**config.mk**
```make
export PLATFORM = sky130hd
export DESIGN_NAME = branch_resolve_queue
export DESIGN_NICKNAME = d
export VERILOG_FILES = /design/src/rtl/bp_pkg.sv /design/src/rtl/brq_fifo.sv /design/src/rtl/branch_resolve_queue.sv
export SDC_FILE = /design/constraint.sdc
export NUM_CORES = 1
export LEC_CHECK = 0
export CAP_MARGIN = 15
export CORE_UTILIZATION = 45
export CTS_BUF_LIST = sky130_fd_sc_hd__clkbuf_8
export DETAILED_ROUTE_END_ITERATION = 10
export GPL_ROUTABILITY_DRIVEN = 0
export PLACE_DENSITY = 0.66
export SLEW_MARGIN = 25
export SYNTH_ARGS = -nofsm -noshare
export SYNTH_HDL_FRONTEND = slang
export SYNTH_SLANG_ARGS = --single-unit
```
**constraint.sdc**
```tcl
create_clock -name clk -period 14 [get_ports clk]
set_input_delay 2.8 -clock clk [delete_from_list [all_inputs] [get_ports clk]]
set_output_delay 2.8 -clock clk [all_outputs]
set_load 0.01 [all_outputs]
```
**src/rtl/bp_pkg.sv**
```systemverilog
// Shared branch-predictor types: default widths, queue depth and entry layout.
// The resolve queue counts statistics only when built with BRQ_STATS_EN.
package bp_pkg;

  localparam int PC_W_DEF      = 32;
  localparam int BRQ_DEPTH_DEF = 4;

  typedef struct packed {
    logic [PC_W_DEF-1:0] pc;
    logic                pred_taken;
  } brq_entry_t;

  function automatic logic brq_mispred(input logic pred, input logic actual);
    return pred ^ actual;
  endfunction

endpackage

```
**src/rtl/brq_fifo.sv**
```systemverilog
// Storage ring for the branch resolve queue: entry array plus head/tail
// pointers carrying an extra wrap bit so full and empty stay distinct.
module brq_fifo
  import bp_pkg::*;
#(
  parameter int DW    = PC_W_DEF + 1,
  parameter int DEPTH = BRQ_DEPTH_DEF,
  localparam int AW   = $clog2(DEPTH),
  localparam int CW   = $clog2(DEPTH + 1)
) (
  input  logic          clk,
  input  logic          reset,
  input  logic          clr_i,
  input  logic          push_i,
  input  logic          pop_i,
  input  logic [DW-1:0] wdata_i,
  output logic [DW-1:0] rdata_o,
  output logic          full_o,
  output logic          empty_o,
  output logic [CW-1:0] count_o
);

  logic [DW-1:0] mem_q [DEPTH];
  logic [AW:0]   head_q, head_d;
  logic [AW:0]   tail_q, tail_d;
  logic [AW:0]   diff;

  always_comb begin
    head_d = head_q;
    tail_d = tail_q;
    if (clr_i) begin
      head_d = '0;
      tail_d = '0;
    end else begin
      if (pop_i)  head_d = head_q + 1'b1;
      if (push_i) tail_d = tail_q + 1'b1;
    end
  end

  always_ff @(posedge clk or posedge reset) begin
    if (reset) begin
      head_q <= '0;
      tail_q <= '0;
    end else begin
      head_q <= head_d;
      tail_q <= tail_d;
    end
  end

  // Data array needs no reset; validity comes from the pointers.
  always_ff @(posedge clk) begin
    if (push_i && !clr_i) mem_q[tail_q[AW-1:0]] <= wdata_i;
  end

  assign diff    = tail_q - head_q;
  assign rdata_o = mem_q[head_q[AW-1:0]];
  assign empty_o = (head_q == tail_q);
  assign full_o  = (head_q[AW-1:0] == tail_q[AW-1:0]) &&
                   (head_q[AW] != tail_q[AW]);
  assign count_o = CW'(diff);

endmodule

```
**src/rtl/branch_resolve_queue.sv**
```systemverilog
// In-order queue of predicted branches feeding predictor training updates.
// Optional BRQ_STATS_EN adds saturating resolved/mispredict counters.
module branch_resolve_queue
  import bp_pkg::*;
#(
  parameter int PC_W  = PC_W_DEF,
  parameter int DEPTH = BRQ_DEPTH_DEF,
  parameter int CNT_W = 16,
  localparam int OW   = $clog2(DEPTH + 1)
) (
  input  logic            clk,
  input  logic            reset,
  input  logic            pred_valid,
  input  logic [PC_W-1:0] pred_pc,
  input  logic            pred_taken,
  output logic            pred_ready,
  input  logic            res_valid,
  input  logic            res_taken,
  output logic            upd_valid,
  output logic [PC_W-1:0] upd_pc,
  output logic            upd_taken,
  output logic            mispredict,
  output logic            res_err,
`ifdef BRQ_STATS_EN
  output logic [CNT_W-1:0] br_count,
  output logic [CNT_W-1:0] mis_count,
`endif
  output logic [OW-1:0]   occupancy
);

  localparam int DW = PC_W + 1;

  logic [DW-1:0]   head_e;
  logic            full, empty;
  logic            push, pop, mis;
  logic            upd_valid_q, upd_taken_q, mis_q, err_q;
  logic [PC_W-1:0] upd_pc_q;

  assign push = pred_valid && !full;
  assign pop  = res_valid && !empty;
  assign mis  = pop && brq_mispred(head_e[0], res_taken);

  // A mispredict clears the ring, dropping any same-edge wrong-path push.
  brq_fifo #(
    .DW    (DW),
    .DEPTH (DEPTH)
  ) u_fifo (
    .clk     (clk),
    .reset   (reset),
    .clr_i   (mis),
    .push_i  (push),
    .pop_i   (pop),
    .wdata_i ({pred_pc, pred_taken}),
    .rdata_o (head_e),
    .full_o  (full),
    .empty_o (empty),
    .count_o (occupancy)
  );

  always_ff @(posedge clk or posedge reset) begin
    if (reset) begin
      upd_valid_q <= 1'b0;
      upd_pc_q    <= '0;
      upd_taken_q <= 1'b0;
      mis_q       <= 1'b0;
      err_q       <= 1'b0;
    end else begin
      upd_valid_q <= pop;
      mis_q       <= mis;
      err_q       <= res_valid && empty;
      if (pop) begin
        upd_pc_q    <= head_e[DW-1:1];
        upd_taken_q <= res_taken;
      end
    end
  end

`ifdef BRQ_STATS_EN
  logic [CNT_W-1:0] br_q, misc_q;

  always_ff @(posedge clk or posedge reset) begin
    if (reset) begin
      br_q   <= '0;
      misc_q <= '0;
    end else begin
      if (pop && (br_q != '1))   br_q   <= br_q + 1'b1;
      if (mis && (misc_q != '1)) misc_q <= misc_q + 1'b1;
    end
  end

  assign br_count  = br_q;
  assign mis_count = misc_q;
`endif

  assign pred_ready = !full;
  assign upd_valid  = upd_valid_q;
  assign upd_pc     = upd_pc_q;
  assign upd_taken  = upd_taken_q;
  assign mispredict = mis_q;
  assign res_err    = err_q;

endmodule
```
==> key figures <==
Route
  – Drt first-iter violations: between 200 and 250
  – WL final: 12,100 µm
  – Wire length on met3: between 400 and 500 µm
  – # DRC: 0
  – DR vias/cell: roughly 5
  – Met2 WL post-DR: around 6100 µm
  – Routed WL per cell: 18.4 µm
  – Antenna Violating Nets Remaining: 0
  – Wl on met1: around 5400 µm
  – Top sig layer: met4
  – Drt first pass iters: 4
  – Vias: around 3,400

Floorplan
  – Die area: 15,100 µm²
  – Ports: 78
  – Chip Height: ~120 µm
  – Core area: 14,100 µm²
  – Die W: around 120 µm
  – Starting Density: between 40% and 50%
  – # rows: 43

Timing
  – Fmax: about 0.18 GHz
  – Clock Skew: between 10 and 15 ps
  – Final hold violations: 0
  – Slew headroom: between 30% and 40%
  – Setup violators final: 0
  – Tcrit/Tclk final: between 30% and 40%
  – RSZ-0062 raised after global routing: no
  – Final slew viol count: 0
  – Slew @ Worst Pin: 953 ps
  – Fin crit period: about 5400 ps
  – Fin Setup TNS: 0 ps

Place
  – I/O Buffers: 77
  – DP HPWL: ~7100 µm

Cells and area
  – Final-layout fill cell count: about 1,100
  – Share of cells above drive strength 1: 15.8%
  – Area grow syn2layout: 21.0%
  – Post-layout net count: ~500
  – N_diodes: 0
  – Final core occ: 56.6%

Clocking
  – Hold Buf Count CTS: 0
  – Clock transition at path regs: about 80 ps
  – CTS Root Cell: clkbuf_8
  – TritonCTS clock tree: yes
  – Htree depth: 4
  – Resize count post-CTS: 0
  – Sink Count: 174
  – Bufs on Longest Clock Path: 2
  – Worst-Skew Late Latency: ~450 ps
  – Inserted Clock Buffers: 17
  – Post-CTS setup buffers: 0

Worst setup path
  – CP max stage delay: 570 ps
  – CP cell instances: buf_4, ha_1, fa_1, inv_1, clkdlybuf4s50_1
  – Startpoint types: register
  – CP endpoint kind: primary output
  – CP max-delay cell: buf_4
  – CP Class: register to primary output
  – Crit path arrival time: ~2700 ps
  – CP max FO: 40
  – CP required: approximately 11,000 ps

Global routing
  – All-Layer GR Usage: between 10% and 20%
  – Vias in the first global route: about 3,700
  – Antenna violations before repair: 0
  – First-pass GRT wire length: slightly below 20,000 µm
  – Largest net degree at the start of global routing: 43
  – Final global-route overflow total: 0

Job
  – Maxcap violations: 0

Synth
  – Syn_nets: between 400 and 500
  – Yosys top cell by area: edfxtp_1
  – Sequential area share after synthesis: 76.0%
  – FF+latch count, synth: around 170
  – Post-synth top area share: 60.1%
  – Number of distinct library cells after synthesis: 30
  – Area contributors post-synth: edfxtp_1 60%, dfrtp_1 16%, mux4_2 11%
  – Cell Area, Synth: 6600 µm²
  – Average cell area after synthesis: around 18 µm²
  – Cells after Synth: ~380
  – Yosys warnings: 0

Power
  – Pleak: between 0.002 and 0.003 µW
  – Areal power density over the cells: 201 nW/µm²
  – Peak VDD IR: just under 90 µV

Status
  – Status: complete, no violations

Hold path
  – Hold Crit Class: register to register
==> cell families (layout without fill, tap and decap cells) <==
kind of cell               count (synthesis)  in the layout  share of synthesized area [%]
DFF                                      174            174                           76.0
and+or+nand+nor                          118            118                           7.13
muxes                                     37             37                           11.7
buffers and inverters                     24            125                           1.73
adders and majority gates                  8              8                           1.63
AOI/OAI and AO/OA                          8              8                           1.01
xor gates and xnor gates                   6              6                          0.797
==> area by class of cell <==
cell class              instances  area [µm²]  area share (%)
flip-flops and latches        174        5020            62.8
multi-input cells             177        1490            18.7
repair buffers                 84         843            10.6
clock buffers                  19         262            3.28
well taps                     180         225            2.82
clock inverters                13         110            1.38
inverters                       9        35.0           0.439
==> layout by cell type (no fill, tap or decap) <==
master,n
edfxtp_1,132
and3_1,1
clkbuf_8,19
o22ai_1,1
dfrtp_1,40
mux2_2,1
inv_2,1
ha_1,7
a21o_1,2
nand3_1,1
xnor2_1,4
xor2_1,2
nand2_1,102
a22oi_1,1
buf_16,1
clkinvlp_4,1
o2111ai_1,1
clkdlybuf4s50_1,77
mux4_2,32
fa_1,1
o211ai_1,1
nor3b_2,3
nor2_4,1
buf_4,6
bufinv_16,2
nor2_1,4
nand2b_1,2
mux2i_1,4
nor2b_1,1
o21ai_4,1
inv_1,13
dfrtp_2,2
nor3_1,2
clkinv_2,5
o21ai_1,1
and2_1,1
==> critical path, delay by kind of cell, from the launching register on <==
kind	cells	cell delay, ps
fa+ha+maj	2	700
flops	1	340
buf+inv	3	1150
==> metrics by stage <==
| stage | instance area, µm² | std cells | setup slack [ps] | total power, µW | hold slack [ps] |
|---|---|---|---|---|---|
| 3_5_place_dp | 7610 | 624 | 8720 | 1300 | 462 |
| 6_report | 7980 | 656 | 8550 | 1610 | 477 |
| 3_3_place_gp | 7580 | 623 | 8610 | 1280 | 458 |
| 2_1_floorplan | 6600 | 375 | 7590 | 1070 | 510 |
| 5_1_grt | 7980 | 656 | 8310 | 1710 | 503 |
| 4_1_cts | 7980 | 656 | 8460 | 1630 | 483 |
==> final timing paths <==
check / startpoint / end / slack [ps] / cells after the start
max: u_fifo.head_q[0] / occupancy[1] / 8550 / 5
min reg2reg: upd_pc[0] / upd_pc[0] / 480 / 2
min in group asynchronous: reset / res_err / 2800 / 2
max in group asynchronous: reset / u_fifo.head_q[0] / 10690 / 2
max reg2reg: u_fifo.head_q[1] / u_fifo.mem_q[3][25] / 10340 / 9
min: upd_pc[0] / upd_pc[0] / 480 / 2
==> per-layer routing <==
metal	up-vias	global-route usage [%]
met5	-	0
met2	80	29.5
met3	12	5.54
li1	1553	-
met1	1734	23.1
met4	0	5.95
==> registers in the layout (all words and copies together) (netlist names) <==
signal,count
upd_valid,1
res_err,1
upd_pc,32
u_fifo.tail_q,3
u_fifo.mem_q,132
mispredict,1
upd_taken,1
u_fifo.head_q,3
==> where the power goes <==
group          total, µW  internal [µW]  switching, µW
logic                521            257            265
clock network        327            163            165
registers            757            698           58.9
total               1610           1120            489
==> synthesized netlist by cell type, drive strengths merged <==
library cell    n
mux2            1
mux2i           4
nand2         102
nor2            5
o211ai          1
nor2b           1
a21o            2
inv             9
xor2            2
o22ai           1
ha              7
and2            1
nor3b           3
o21ai           2
mux4           32
fa              1
and3            1
nor3            2
a22oi           1
o2111ai         1
clkbuf          6
xnor2           4
nand2b          2
edfxtp        132
nand3           1
dfrtp          42
buf             9
Note: power is estimated with default switching activity, not from simulation.
